[config.mk]
export PLATFORM = sky130hd
export DESIGN_NAME = gf2_polydiv
export DESIGN_NICKNAME = d
export VERILOG_FILES = /design/src/rtl/gf2_polydiv.sv
export SDC_FILE = /design/constraint.sdc
export NUM_CORES = 1
export LEC_CHECK = 0
export BUFFER_PORTS_ARGS = -buffer_cell sky130_fd_sc_hd__buf_2
export CORE_MARGIN = 10
export CORE_UTILIZATION = 52
export DETAILED_ROUTE_END_ITERATION = 10
export GPL_TIMING_DRIVEN = 1
export HOLD_SLACK_MARGIN = 0.02
export PLACE_DENSITY = 0.76
export SLEW_MARGIN = 20
export SYNTH_ARGS = -nofsm -noshare
export SYNTH_HDL_FRONTEND = slang
export SYNTH_SLANG_ARGS = --single-unit
[constraint.sdc]
create_clock -name clk_i -period 2.4 [get_ports clk_i]
set_clock_uncertainty 0.2 [all_clocks]
set_input_delay 0.24 -clock clk_i [delete_from_list [all_inputs] [get_ports clk_i]]
set_output_delay 0.24 -clock clk_i [all_outputs]
set_load 0.005 [all_outputs]
[src/rtl/gf2_polydiv.sv]
// Iterative GF(2) polynomial long divider: one quotient bit per clock, D = Q*V xor R.
// Valid/ready on both sides; a zero divisor short-circuits to DONE with div_zero set.
module gf2_polydiv #(
    parameter int unsigned DW = 31,
    parameter int unsigned VW = 16
) (
    input  logic          clk_i,
    input  logic          rst_i,
    input  logic          in_valid_i,
    output logic          in_ready_o,
    input  logic [DW-1:0] dividend_i,
    input  logic [VW-1:0] divisor_i,
    output logic          out_valid_o,
    input  logic          out_ready_i,
    output logic [DW-1:0] quotient_o,
    output logic [VW-2:0] remainder_o,
    output logic          div_zero_o
);

    localparam int unsigned KW  = $clog2(DW);
    localparam int unsigned DVW = $clog2(VW);

    typedef enum logic [1:0] {StIdle, StCalc, StDone} state_e;

    state_e          state_q;
    logic            in_ready_q;
    logic            out_valid_q;
    logic            div_zero_q;
    logic [DW-1:0]   quot_q;
    logic [VW-2:0]   rem_q;
    logic [DW-1:0]   dvd_q;
    logic [VW-1:0]   dvs_q;
    logic [DVW-1:0]  dv_q;
    logic [KW-1:0]   k_q;
    logic [VW-2:0]   p_q;
    logic [DW-1:0]   qw_q;

    logic [DVW-1:0]  dv_d;
    logic [VW-1:0]   p_shift;
    logic [VW-1:0]   p_full;
    logic            hit;
    logic            unused_p_msb;

    // Degree of the incoming divisor (highest set bit wins).
    always_comb begin
        dv_d = '0;
        for (int i = 0; i < int'(VW); i++) begin
            if (divisor_i[i]) begin
                dv_d = DVW'(i);
            end
        end
    end

    // The stored P is one bit narrower than V: bit dv is always cleared by the xor.
    always_comb begin
        p_shift = {p_q, dvd_q[k_q]};
        hit     = p_shift[dv_q];
        p_full  = hit ? (p_shift ^ dvs_q) : p_shift;
    end

    assign unused_p_msb = p_full[VW-1];

    always_ff @(posedge clk_i) begin
        if (rst_i) begin
            state_q     <= StIdle;
            in_ready_q  <= 1'b1;
            out_valid_q <= 1'b0;
            div_zero_q  <= 1'b0;
            quot_q      <= '0;
            rem_q       <= '0;
            dvd_q       <= '0;
            dvs_q       <= '0;
            dv_q        <= '0;
            k_q         <= '0;
            p_q         <= '0;
            qw_q        <= '0;
        end else begin
            unique case (state_q)
                StIdle: begin
                    if (in_valid_i && in_ready_q) begin
                        dvd_q      <= dividend_i;
                        dvs_q      <= divisor_i;
                        dv_q       <= dv_d;
                        p_q        <= '0;
                        qw_q       <= '0;
                        k_q        <= KW'(DW - 1);
                        in_ready_q <= 1'b0;
                        div_zero_q <= 1'b0;
                        if (divisor_i == '0) begin
                            state_q     <= StDone;
                            out_valid_q <= 1'b1;
                            div_zero_q  <= 1'b1;
                            quot_q      <= '0;
                            rem_q       <= '0;
                        end else begin
                            state_q <= StCalc;
                        end
                    end
                end
                StCalc: begin
                    p_q       <= p_full[VW-2:0];
                    qw_q[k_q] <= hit;
                    k_q       <= k_q - 1'b1;
                    if (k_q == '0) begin
                        state_q     <= StDone;
                        out_valid_q <= 1'b1;
                        quot_q      <= {qw_q[DW-1:1], hit};
                        rem_q       <= p_full[VW-2:0];
                    end
                end
                StDone: begin
                    if (out_ready_i) begin
                        state_q     <= StIdle;
                        out_valid_q <= 1'b0;
                        in_ready_q  <= 1'b1;
                    end
                end
                default: begin
                    state_q <= StIdle;
                end
            endcase
        end
    end

    assign in_ready_o  = in_ready_q;
    assign out_valid_o = out_valid_q;
    assign quotient_o  = quot_q;
    assign remainder_o = rem_q;
    assign div_zero_o  = div_zero_q;

endmodule

* After elaboration in Yosys (flattened, before gate mapping) *
Index checks and enable logic that the tools add are counted.

operators by class
  add/subtract/negate cells = 1
  $lt $le $gt $ge = 3
  equal/unequal tests = 6
  multiplexer cells = 51
  bitwise operators = 1
  reductions and logical operators = 14

operator list
  cell                   number
  $mux W31               4
  $pmux W31 S2           2
  $mux W15               5
  $pmux W15 S2           2
  $mux W4                13
  $bwmux W31             1
  $logic_not A16 Y1      1
  $xor A15 B15 Y15       1
  $mux W1                11
  $mux W2                5
  $pmux W5 S2            1
  $ne A2 B2 Y1 const B   4
  $lt A5 B6 Y1 const B   1
  $pmux W2 S3            1
  $reduce_and A3 Y1      2
  $bmux W1 S5            1
  $demux W1 S5           1
  $ge A5 B1 Y1 const B   1
  $logic_not A5 Y1       1
  $lt A4 B5 Y1 const B   1
  $mux W5                1
  $reduce_and A5 Y1      1
  $sub A5 B1 Y5 const B  1
  $bmux W1 S4            1
  10 further kinds       13

storage, ports and cells
  register bits = 152
  input bits = 51
  output and inout port bits = 49
  logic and storage cells = 88

* Depth between registers and ports, before layout *
Gate-level depths: netlist (run 1).

  word-level depth = 15
  mapped depth = 11

* Worst setup path before layout (run 1) *
Ideal clock, no wire load.

  path type = reg2reg
  from = register k_q[0]
  to = register rem_q[10] (netlist: remainder_o[10])
  library setup time = 0.120 ns
  data arrival time = 2.040 ns
  data required time = 2.080 ns
  slack = 0.040 ns
  cell stages (with the launch flop) = 10
  path buffers = 3
  period minus slack after synthesis = 2.360 ns
  cells stage by stage = dfxtp_1 -> buf_4 -> mux4_2 -> a32oi_1 -> nand3_2 -> o21ai_2 -> buf_6 -> buf_6 -> o2bb2ai_1 -> a211o_1

on the way
  longest elaborated chain between the ends = 7
  elaborated cells on any way between the ends = 10

RTL lines
  element                        line  source
  from (decl)                    34    logic [KW-1:0] k_q;
  from (signal assigned)         86    k_q <= KW'(DW - 1);
  from (signal assigned)         103   k_q <= k_q - 1'b1;
  $bmux W1 S5                    56    p_shift = {p_q, dvd_q[k_q]};
  $mux W1 (implied by the code)  56
  $bmux W1 S4                    57    hit = p_shift[dv_q];
  $mux W1 (implied by the code)  57
  $mux W15                       58    p_full = hit ? (p_shift ^ dvs_q) : p_shift;
  $mux W15                       104   if (k_q == '0) begin
  $pmux W15 S2                   78    unique case (state_q)
  to (signal assigned)           108   rem_q <= p_full[VW-2:0];
  to (decl)                      30    logic [VW-2:0] rem_q;

Parallel ways exist; a longest one is shown, timed or not. The select of a mux whose other input is x is not followed.
A chain may end at the register's enable or synchronous reset.

* Worst setup path in the final report (run 1) *
  from = register k_q[0]
  to = register rem_q[14] (netlist: remainder_o[14])

The elaborated chain is that of the path after synthesis.

==> reports/summary.txt, run 1 <==
Iteration-0 DRC Markers: 849
Worst path depth: 9
first-pass GRT wire length: 35.7 mm
port bufs: 99
Die Height: 139 um
CTS tree: done
ANT nets after route: 0
Synth Flop Type: dfxtp_1
Final period util: 0.980
Sink Count: 151
number of flops mapped to enable cells by yosys: 0
post-detail-place hpwl: 14.1 mm
Arr. time, crit path: 2480 ps
Vias: 7521
met3 Resource Use GR: 0.0548
post-synthesis sequential area ratio: 0.413
Worst-path clk slew: 60 ps
fmax: 425 MHz
Final Cell Area: 9680 um2
Crit-path slowest cell: mux4_2
Final Critical Period: 2350 ps
Die Wd: 139 um
reg-to-reg startpoint: k_q[0]
commonest non-fill, non-tap cell in the layout: nand2_1
GP Congestion: 0.898
largest net degree at the start of global routing: 81
clk root buf: clkbuf_16
Slew HR: 0.446
fin util: 0.700
initial antenna violation count: 0
clock buffer count from CTS: 17
# IOs: 100
Hold Vio Cnt, Final: 0
leakage dissipation: 3.83 nW
# rows: 43
die area: 19200 um2
VDD IR max: 603 uV
post-synthesis area per instance: 7.83 um2
DR DRC count: 0
syn nets: 991
WL/cell: 16.8 um
FF-to-FF setup slack: 50 ps
worst-path maximum fanout: 6
critical path's top delay family: simple AND/OR/NAND/NOR gates
Mapped Cells: 936
share of cells above drive strength 1: 0.234
Placed Area: 8360 um2
crit path launch: k_q[0]
CP required: 2530 ps
CP Launch Type: register
clk_lat worst skew: 430 ps
WL final: 21.8 mm
# diodes: 0
HP Class: in2reg
hold depth: 4
Synth cell types: 64
total power: 7.77 mW
register area: 3040 um2
Bufs and invs on worst path: 3
Core Region: 13800 um2
P per Cell Area: 803 nW/um2
grt peak-use layer: met2
vias in the first global route: 7073
Worst Max-Slew Pin Slew: 831 ps
crit path capture type: register
Filler Cell Count: 1060
GRT Util Overall: 0.218
Max Transition Viols Final: 0
GRT overflow: 0
commonest cells after routing, fill and taps aside: nand2_1 (228), dfxtp_1 (145), a21oi_1 (106)
CP max stage delay: 530 ps
Worst Hold Launch: in_valid_i
GRT met1 Usage: 0.290
grt met2 use: 0.346
Syn. warnings: 0
Via-to-Cell Ratio: 5.80
CP cell instances: buf_12, mux4_2, nand2_2, nand3_2, buf_4, nor4_4, buf_4, nand2_1, o311ai_1
r2r worst-path depth: 9
Async SR Flop Fraction: 0
cell mode on critical path: buf_4
final hold slack: 55.7 ps
Starting Density: 0.530
layout net count: 1159
WS Path Type: reg2reg
TritonRoute pass-1 iters: 6
multi-input logic area: 3930 um2
status: completed
# setup viols final: 0
Longest Clk Path Bufs: 2
RSZ-0062 raised after global routing: yes
H-tree levels: 4
total of max-cap violations: 0
Synth Register Bits: 151
Post-Syn Area: 7330 um2
Area Overhead vs Synth: 32.1%
metal layers:
| layer | routed length [um] | vias up |
|---|---|---|
| met5 | 0 | - |
| met1 | 9630 | 3531 |
| met2 | 10200 | 309 |
| li1 | - | 3640 |
| met4 | 374 | 0 |
| met3 | 1640 | 41 |
flip-flops by register name, summed over array words and instances, names as in the netlist:
register     count
dv_q             4
dvs_q           15
out_valid_o      1
state_q          2
dvd_q           31
quotient_o      31
div_zero_o       1
qw_q            30
in_ready_o       1
p_q             15
remainder_o     15
k_q              5
area by class of cell:
| cell class | instances | area share |
|---|---|---|
| multi-input cells | 678 | 0.406 |
| flip-flops and latches | 151 | 0.314 |
| clock buffers | 18 | 0.0444 |
| well taps | 180 | 0.0233 |
| inverters | 23 | 0.00892 |
| clock inverters | 14 | 0.0203 |
| repair buffers | 233 | 0.183 |
stage by stage:
stage	setup slack (ps)	setup TNS [ps]	instances
2_1_floorplan	40.1	0	936
3_3_place_gp	-150	-5270	1208
3_5_place_dp	-238	-10520	1208
4_1_cts	16.0	0	1290
5_1_grt	-69.3	-412	1297
6_report	48.2	0	1297
worst paths after layout:
path | end
worst max-delay path | remainder_o[14]
worst min-delay path | in_ready_o
worst max register to register | remainder_o[14]
worst min register to register | quotient_o[4]
power breakdown:
group          internal (mW)  switching [mW]
combinational          0.867            1.20
sequential              2.68           0.169
clock                   1.75            1.10
synth_stat cells (10+ instances only):
cell,number,share of area
nand3_1,39,0.027
nor3_1,15,0.010
a32o_1,13,0.018
buf_2,12,0.0082
nand3b_1,15,0.015
clkbuf_1,57,0.029
nand2_1,229,0.12
dfxtp_1,151,0.41
a221oi_1,31,0.037
o21ai_0,19,0.013
nor2_1,63,0.032
mux2i_1,12,0.016
a31oi_1,10,0.0085
a21oi_1,107,0.073
inv_1,22,0.011
kinds of logic (layout without fill, tap and decap cells):
| logic type | after synthesis | in the layout | synth area share |
|---|---|---|---|
| buffers and inverters | 107 | 288 | 0.0646 |
| XOR/XNOR | 2 | 2 | 0.00239 |
| adder cells (fa/ha/maj) | 4 | 4 | 0.00683 |
| flip-flops | 151 | 151 | 0.413 |
| AND/OR/NAND/NOR | 416 | 416 | 0.261 |
| AO/OA/AOI/OAI | 233 | 233 | 0.212 |
| multiplexers | 23 | 23 | 0.0410 |
repair_timing:
action,CTS,global route
pin swaps,2,2
hold buffers,50,0
setup endpoints to repair,87,59
gates resized for setup,11,25
endpoints found under the hold margin,67,0
buffers inserted,0,6
cloned,0,1
worst min-delay path: cells and delay by family:
family	cells	cell delay [ps]
buf+inv	1	110
compound gates	2	190
simple gates	1	110
(Power assumes the default switching activity.)
==> run 2, diff against run 1 <==
--- a/config.mk
+++ b/config.mk
@@ -7,11 +7,12 @@
 export LEC_CHECK = 0
 export BUFFER_PORTS_ARGS = -buffer_cell sky130_fd_sc_hd__buf_2
 export CORE_MARGIN = 10
-export CORE_UTILIZATION = 52
+export CORE_UTILIZATION = 44
 export DETAILED_ROUTE_END_ITERATION = 10
 export GPL_TIMING_DRIVEN = 1
 export HOLD_SLACK_MARGIN = 0.02
-export PLACE_DENSITY = 0.76
+export PLACE_DENSITY = 0.66
+export RECOVER_POWER = 50
 export SLEW_MARGIN = 20
 export SYNTH_ARGS = -nofsm -noshare
 export SYNTH_HDL_FRONTEND = slang
==> run 2 against run 1 <==
  * The run now ends with setup timing left
  * Largest cell class unchanged
  * First-iteration DRC count down 36%
  * Sequential share of layout area up 0.42 points
  * Via count down 2.7%
  * Final area down 1.4%
  * Highest routed layer unchanged
  * Routed wire length down 3.4%
  * Die area up 15%
  * Sequential power about the same
  * Maximum frequency down 3.3%
  * Hold slack worse by 11 ps
==> reports/summary.txt, run 2 (synthesis results as in run 1) <==
VDD IR max: 748 uV (+24%)
Final Critical Period: 2430 ps (+80.2 ps)
FF-to-FF setup slack: -30 ps (-80 ps)
Die Height: 149 um (+7.5%)
failing checks: setup timing
port bufs: 99 (unchanged)
reg-to-reg startpoint: k_q[1]
CP cell instances: buf_6, mux2_4, nand3_2, and4_4, nand4b_4, o21ai_4, buf_12, buf_4, a221oi_1
GRT Util Overall: 0.185 (-0.0337)
final hold slack: 44.6 ps (-11.2 ps)
Layout Cells excl Fill: 1330 (+2.5%)
commonest cells after routing, fill and taps aside: nand2_1 (229), dfxtp_1 (146), a21oi_1 (106)
Bufs and invs on worst path: 3 (unchanged)
CP required: 2450 ps (-80 ps)
clk_lat worst skew: 430 ps (about the same)
GP Congestion: 0.893 (-0.55%)
Crit-path slowest cell: dfxtp_4
final worst setup slack: -32.0 ps (-80.2 ps)
Worst-path clk slew: 60 ps (about the same)
status: complete, but fails checks
leakage dissipation: 3.61 nW (-5.9%)
CP Launch Type: register
DR DRC count: 0 (unchanged)
# setup viols final: 27 (+27)
# diodes: 0 (unchanged)
HP Class: in2reg
layout net count: 1154 (-0.43%)
ANT nets after route: 0 (unchanged)
Final period util: 1.01 (+0.0334)
die area: 22200 um2 (+15%)
fin util: 0.580 (-0.120)
first-pass GRT wire length: 33.8 mm (-5.4%)
critical path's top delay family: buffers and inverters
Core Region: 16500 um2 (+19%)
fmax: 411 MHz (-3.3%)
r2r worst-path depth: 9 (unchanged)
WL final: 21.1 mm (-3.4%)
Hold EP: in_ready_o
TritonRoute pass-1 iters: 6 (unchanged)
Via-to-Cell Ratio: 5.50 (-5.1%)
Vias: 7319 (-2.7%)
Starting Density: 0.445 (-0.0849)
Worst Hold Launch: in_valid_i
placed instance count: 1242 (+2.8%)
WL/cell: 15.8 um (-5.8%)
P per Cell Area: 784 nW/um2 (-2.3%)
commonest non-fill, non-tap cell in the layout: nand2_1
share of cells above drive strength 1: 0.188 (-0.0454)
RSZ-0062 raised after global routing: yes
Arr. time, crit path: 2480 ps (about the same)
# IOs: 100 (unchanged)
Worst Max-Slew Pin Slew: 1280 ps (+445 ps)
CP max stage delay: 400 ps (-130 ps)
WS Path Type: reg2reg
hold depth: 4 (unchanged)
Iteration-0 DRC Markers: 545 (-36%)
total of max-cap violations: 0 (unchanged)
Slew HR: 0.149 (-0.296)
reg2reg end: qw_q[29]
initial antenna violation count: 0 (unchanged)
Max Transition Viols Final: 0 (unchanged)
Area Overhead vs Synth: 30.3%
Sink Count: 151 (unchanged)
clk root buf: clkbuf_16
Die Wd: 149 um (+7.5%)
clock buffer count from CTS: 17 (unchanged)
vias in the first global route: 6666 (-5.8%)
worst-path maximum fanout: 18 (+12)
# rows: 47 (+9.3%)
Post-Route Setup TNS: -369 ps (-369 ps)
CTS tree: done
Hold Vio Cnt, Final: 0 (unchanged)
Longest Clk Path Bufs: 2 (unchanged)
GRT overflow: 0 (unchanged)
total power: 7.49 mW (-3.7%)
largest net degree at the start of global routing: 84 (+3.7%)
post-detail-place hpwl: 14.0 mm (-0.19%)
H-tree levels: 4 (unchanged)
crit path capture type: register
## run 2: changes by cell type in the layout (fill, tap and decap cells not counted), moves of 3 or more
| cell | delta |
|---|---|
| buf_6 | +3 |
| buf_4 | -6 |
| mux2i_1 | +3 |
| buf_2 | -43 |
| clkbuf_1 | +44 |
| mux2i_2 | -3 |
## run 2: power by group
group	switching (mW)	internal, mW
Combinational	1.17	0.839
Clock	1.07	1.55
Sequential	0.177	2.67
## run 2: worst max-delay path by stage
stage / start / end / slack (ps) / depth (start not counted)
detailed placement: k_q[1] / p_q[4] / -260 / 10
global route: k_q[1] / remainder_o[14] / -120 / 10
global placement: k_q[1] / p_q[3] / -210 / 10
CTS: k_q[0] / p_q[4] / -20 / 9
finish: k_q[1] / qw_q[29] / -30 / 9
floorplan: k_q[0] / remainder_o[10] / 40 / 9
## run 2: metal layers
layer  up-vias  part of all wire  GRT usage
li1       3638                 -          -
met1      3454              0.48      0.258
met2       207              0.45      0.271
met3        20             0.061     0.0479
met4         0             0.012     0.0574
met5         -                 0          0
## run 2: per-stage QoR
step	setup WS [ps]	area [um2]
6_report	-32.0	9540
5_1_grt	-123	9540
4_1_cts	-18.2	9440
3_5_place_dp	-258	8340
3_3_place_gp	-210	8340
2_1_floorplan	40.1	7330
## run 2: repair_timing
action,in CTS,in global routing
pin swaps,2,3
resized for setup,11,25
hold buffers,48,0
setup buffers,2,6
endpoints found under the hold margin,51,0
endpoints found under the setup margin,85,84
cloned,0,2
## run 2: layout make-up
| class | count | area, um2 |
|---|---|---|
| Multi-Input combinational cell | 678 | 3920 |
| Clock buffer | 20 | 447 |
| Timing Repair Buffer | 228 | 1660 |
| Fill cell | 1567 | 6920 |
| Sequential cell | 151 | 3040 |
| Clock inverter | 10 | 123 |
| Tap cell | 220 | 275 |
| Inverter | 23 | 86.3 |
## run 2: tightest hold or removal path, cell delays in order
cell,delay [ps]
buf_2,90
nand2b_1,90
a21oi_1,150
o21bai_1,60
==> run 3, diff against run 2 <==
--- a/config.mk
+++ b/config.mk
@@ -13,6 +13,7 @@
 export HOLD_SLACK_MARGIN = 0.02
 export PLACE_DENSITY = 0.66
 export RECOVER_POWER = 50
+export SETUP_SLACK_MARGIN = 0.2
 export SLEW_MARGIN = 20
 export SYNTH_ARGS = -nofsm -noshare
 export SYNTH_HDL_FRONTEND = slang
==> run 3 against run 2 <==
  * Hold slack got worse by 2.6 ps
  * Setup slack got worse by 9.3 ps
  * Flip-flop and latch count did not move
  * Global-route usage increased by 0.82 points
  * Register-to-register slack hardly changed
  * Critical endpoint is now p_q[12]
  * The run still ends with setup timing left
  * Total power increased by 1.9%
  * Utilization increased by 2.4 points
  * Die area is the same
==> reports/summary.txt, run 3 (synthesis results as in run 1) <==
status: complete, but fails checks
failing checks: setup timing
Worst Max-Slew Pin Slew: 983 ps (-294 ps)
Iteration-0 DRC Markers: 644 (+18%)
Starting Density: 0.445 (unchanged)
Vias: 7445 (+1.7%)
# rows: 47 (unchanged)
Worst Hold Launch: divisor_i[15]
initial antenna violation count: 0 (unchanged)
Switching Power: 2.53 mW (+4.4%)
post-detail-place hpwl: 14.3 mm (+1.6%)
P per Cell Area: 768 nW/um2 (-2.0%)
clock buffer count from CTS: 17 (unchanged)
TritonRoute pass-1 iters: 5 (-1)
Net Sw Frac: 0.331 (+0.00784)
GRT overflow: 0 (unchanged)
DR DRC count: 0 (unchanged)
r2r worst-path depth: 10 (+1)
Sink Count: 151 (unchanged)
ANT nets after route: 0 (unchanged)
Max Transition Viols Final: 0 (unchanged)
clock share of power: 0.320 (-0.031)
Reg power frac: 0.373 (-0.008)
fmax: 410 MHz (-0.38%)
Die Height: 149 um (unchanged)
Slew HR: 0.345 (+0.196)
clk root buf: clkbuf_16
crit path capture type: register
first-pass GRT wire length: 35.2 mm (+4.2%)
total of max-cap violations: 0 (unchanged)
WS Path Type: reg2reg
Placed Area: 8400 um2 (+0.69%)
layout net count: 1172 (+1.6%)
die area: 22200 um2 (unchanged)
Core Region: 16500 um2 (unchanged)
final worst setup slack: -41.3 ps (-9.25 ps)
worst-path maximum fanout: 7 (-11)
Arr. time, crit path: 2550 ps (+70 ps)
Via-to-Cell Ratio: 5.52 (+0.36%)
Worst-path clk slew: 60 ps (about the same)
CTS tree: done
# setup viols final: 23 (-15%)
Int Power: 5.11 mW (+0.77%)
Hold Vio Cnt, Final: 0 (unchanged)
worst slack, placed: -86.8 ps (+171 ps)
VDD IR max: 643 uV (-14%)
logic gate share of total power: 0.307 (+0.039)
vias in the first global route: 6938 (+4.1%)
clk_lat worst skew: 430 ps (about the same)
WL/cell: 16.4 um (+3.5%)
leakage dissipation: 3.78 nW (+4.7%)
# diodes: 0 (unchanged)
Area Overhead vs Synth: 35.6%
Final Critical Period: 2440 ps (+9.25 ps)
# IOs: 100 (unchanged)
hold depth: 4 (unchanged)
commonest cells after routing, fill and taps aside: nand2_1 (228), dfxtp_1 (145), a21oi_1 (106)
GRT Util Overall: 0.193 (+0.00823)
CP required: 2510 ps (+60 ps)
Final period util: 1.02 (+0.00385)
commonest non-fill, non-tap cell in the layout: nand2_1
H-tree levels: 4 (unchanged)
WL final: 22.1 mm (+4.9%)
Die Wd: 149 um (unchanged)
CP Launch Type: register
share of cells above drive strength 1: 0.214 (+0.0254)
crit path launch: k_q[1]
port bufs: 99 (unchanged)
reg-to-reg startpoint: k_q[1]
Final Cell Area: 9930 um2 (+4.1%)
fin util: 0.603 (+0.0236)
RSZ-0062 raised after global routing: yes
GP Congestion: 0.830 (-7.1%)
Longest Clk Path Bufs: 2 (unchanged)
largest net degree at the start of global routing: 87 (+3.6%)
HP Class: in2reg
-- run 3: changes by cell type in the layout (fill, tap and decap cells not counted), sizes merged --
cell         before  now
buf             134  147
bufinv            2    0
clkbuf           66   68
clkinv            3    5
clkinvlp          3    1
dlygate4sd3      48   51
inv              25   27
-- run 3: worst paths after layout --
kind	end	slack, ps
max	p_q[12]	-40
min reg2reg	quotient_o[17]	250
min	dv_q[0]	40
max reg2reg	p_q[12]	-40
-- run 3: through the flow --
stage | std cells | hold slack [ps] | TNS, ps | power [mW]
2_1_floorplan | 936 | 176 | 0 | 4.04
3_3_place_gp | 1239 | 235 | -22.9 | 4.70
3_5_place_dp | 1239 | 241 | -1380 | 4.72
4_1_cts | 1334 | 20.1 | 0 | 7.38
5_1_grt | 1348 | 39.1 | -3630 | 7.97
6_report | 1348 | 42.0 | -372 | 7.63
-- run 3: power groups by stage --
| stage | Sequential, mW | Clock [mW] | Combinational [mW] |
|---|---|---|---|
| after floorplan | 2.82 | 0 | 1.22 |
| after global placement | 2.91 | 0 | 1.80 |
| after detailed placement | 2.91 | 0 | 1.81 |
| after CTS | 2.84 | 2.47 | 2.07 |
| after global routing | 2.86 | 2.57 | 2.53 |
| final | 2.85 | 2.44 | 2.34 |
-- run 3: what timing repair did --
action,CTS,global route
setup endpoints to repair,90,94
cloned,2,4
pin swaps,7,18
hold endpoints to repair,68,0
resized for setup,23,35
hold buffers,51,0
buffers inserted,12,10
-- run 3: cell type report --
type	count	area (um2)
Clock inverter	10	72.6
Inverter	23	86.3
Timing Repair Buffer	246	1970
Sequential cell	151	3040
Fill cell	1454	6530
Tap cell	220	275
Clock buffer	20	457
Multi-Input combinational cell	678	4030
-- run 3: worst max-delay path, stage by stage (launching register included) --
cell and delay [ps]:
dfxtp_4 390, buf_4 120, mux2_2 330, nand3_1 100, and4_4 250, nand4b_4 120, o21ai_4 200, buf_12 180
buf_12 130, mux2i_2 210, nand2_1 80
-- run 3: metal layers --
layer | part of all wire | global-route usage
met1 | 0.46 | 0.259
met5 | 0 | 0
met2 | 0.45 | 0.298
met4 | 0.015 | 0.0599
met3 | 0.071 | 0.0488
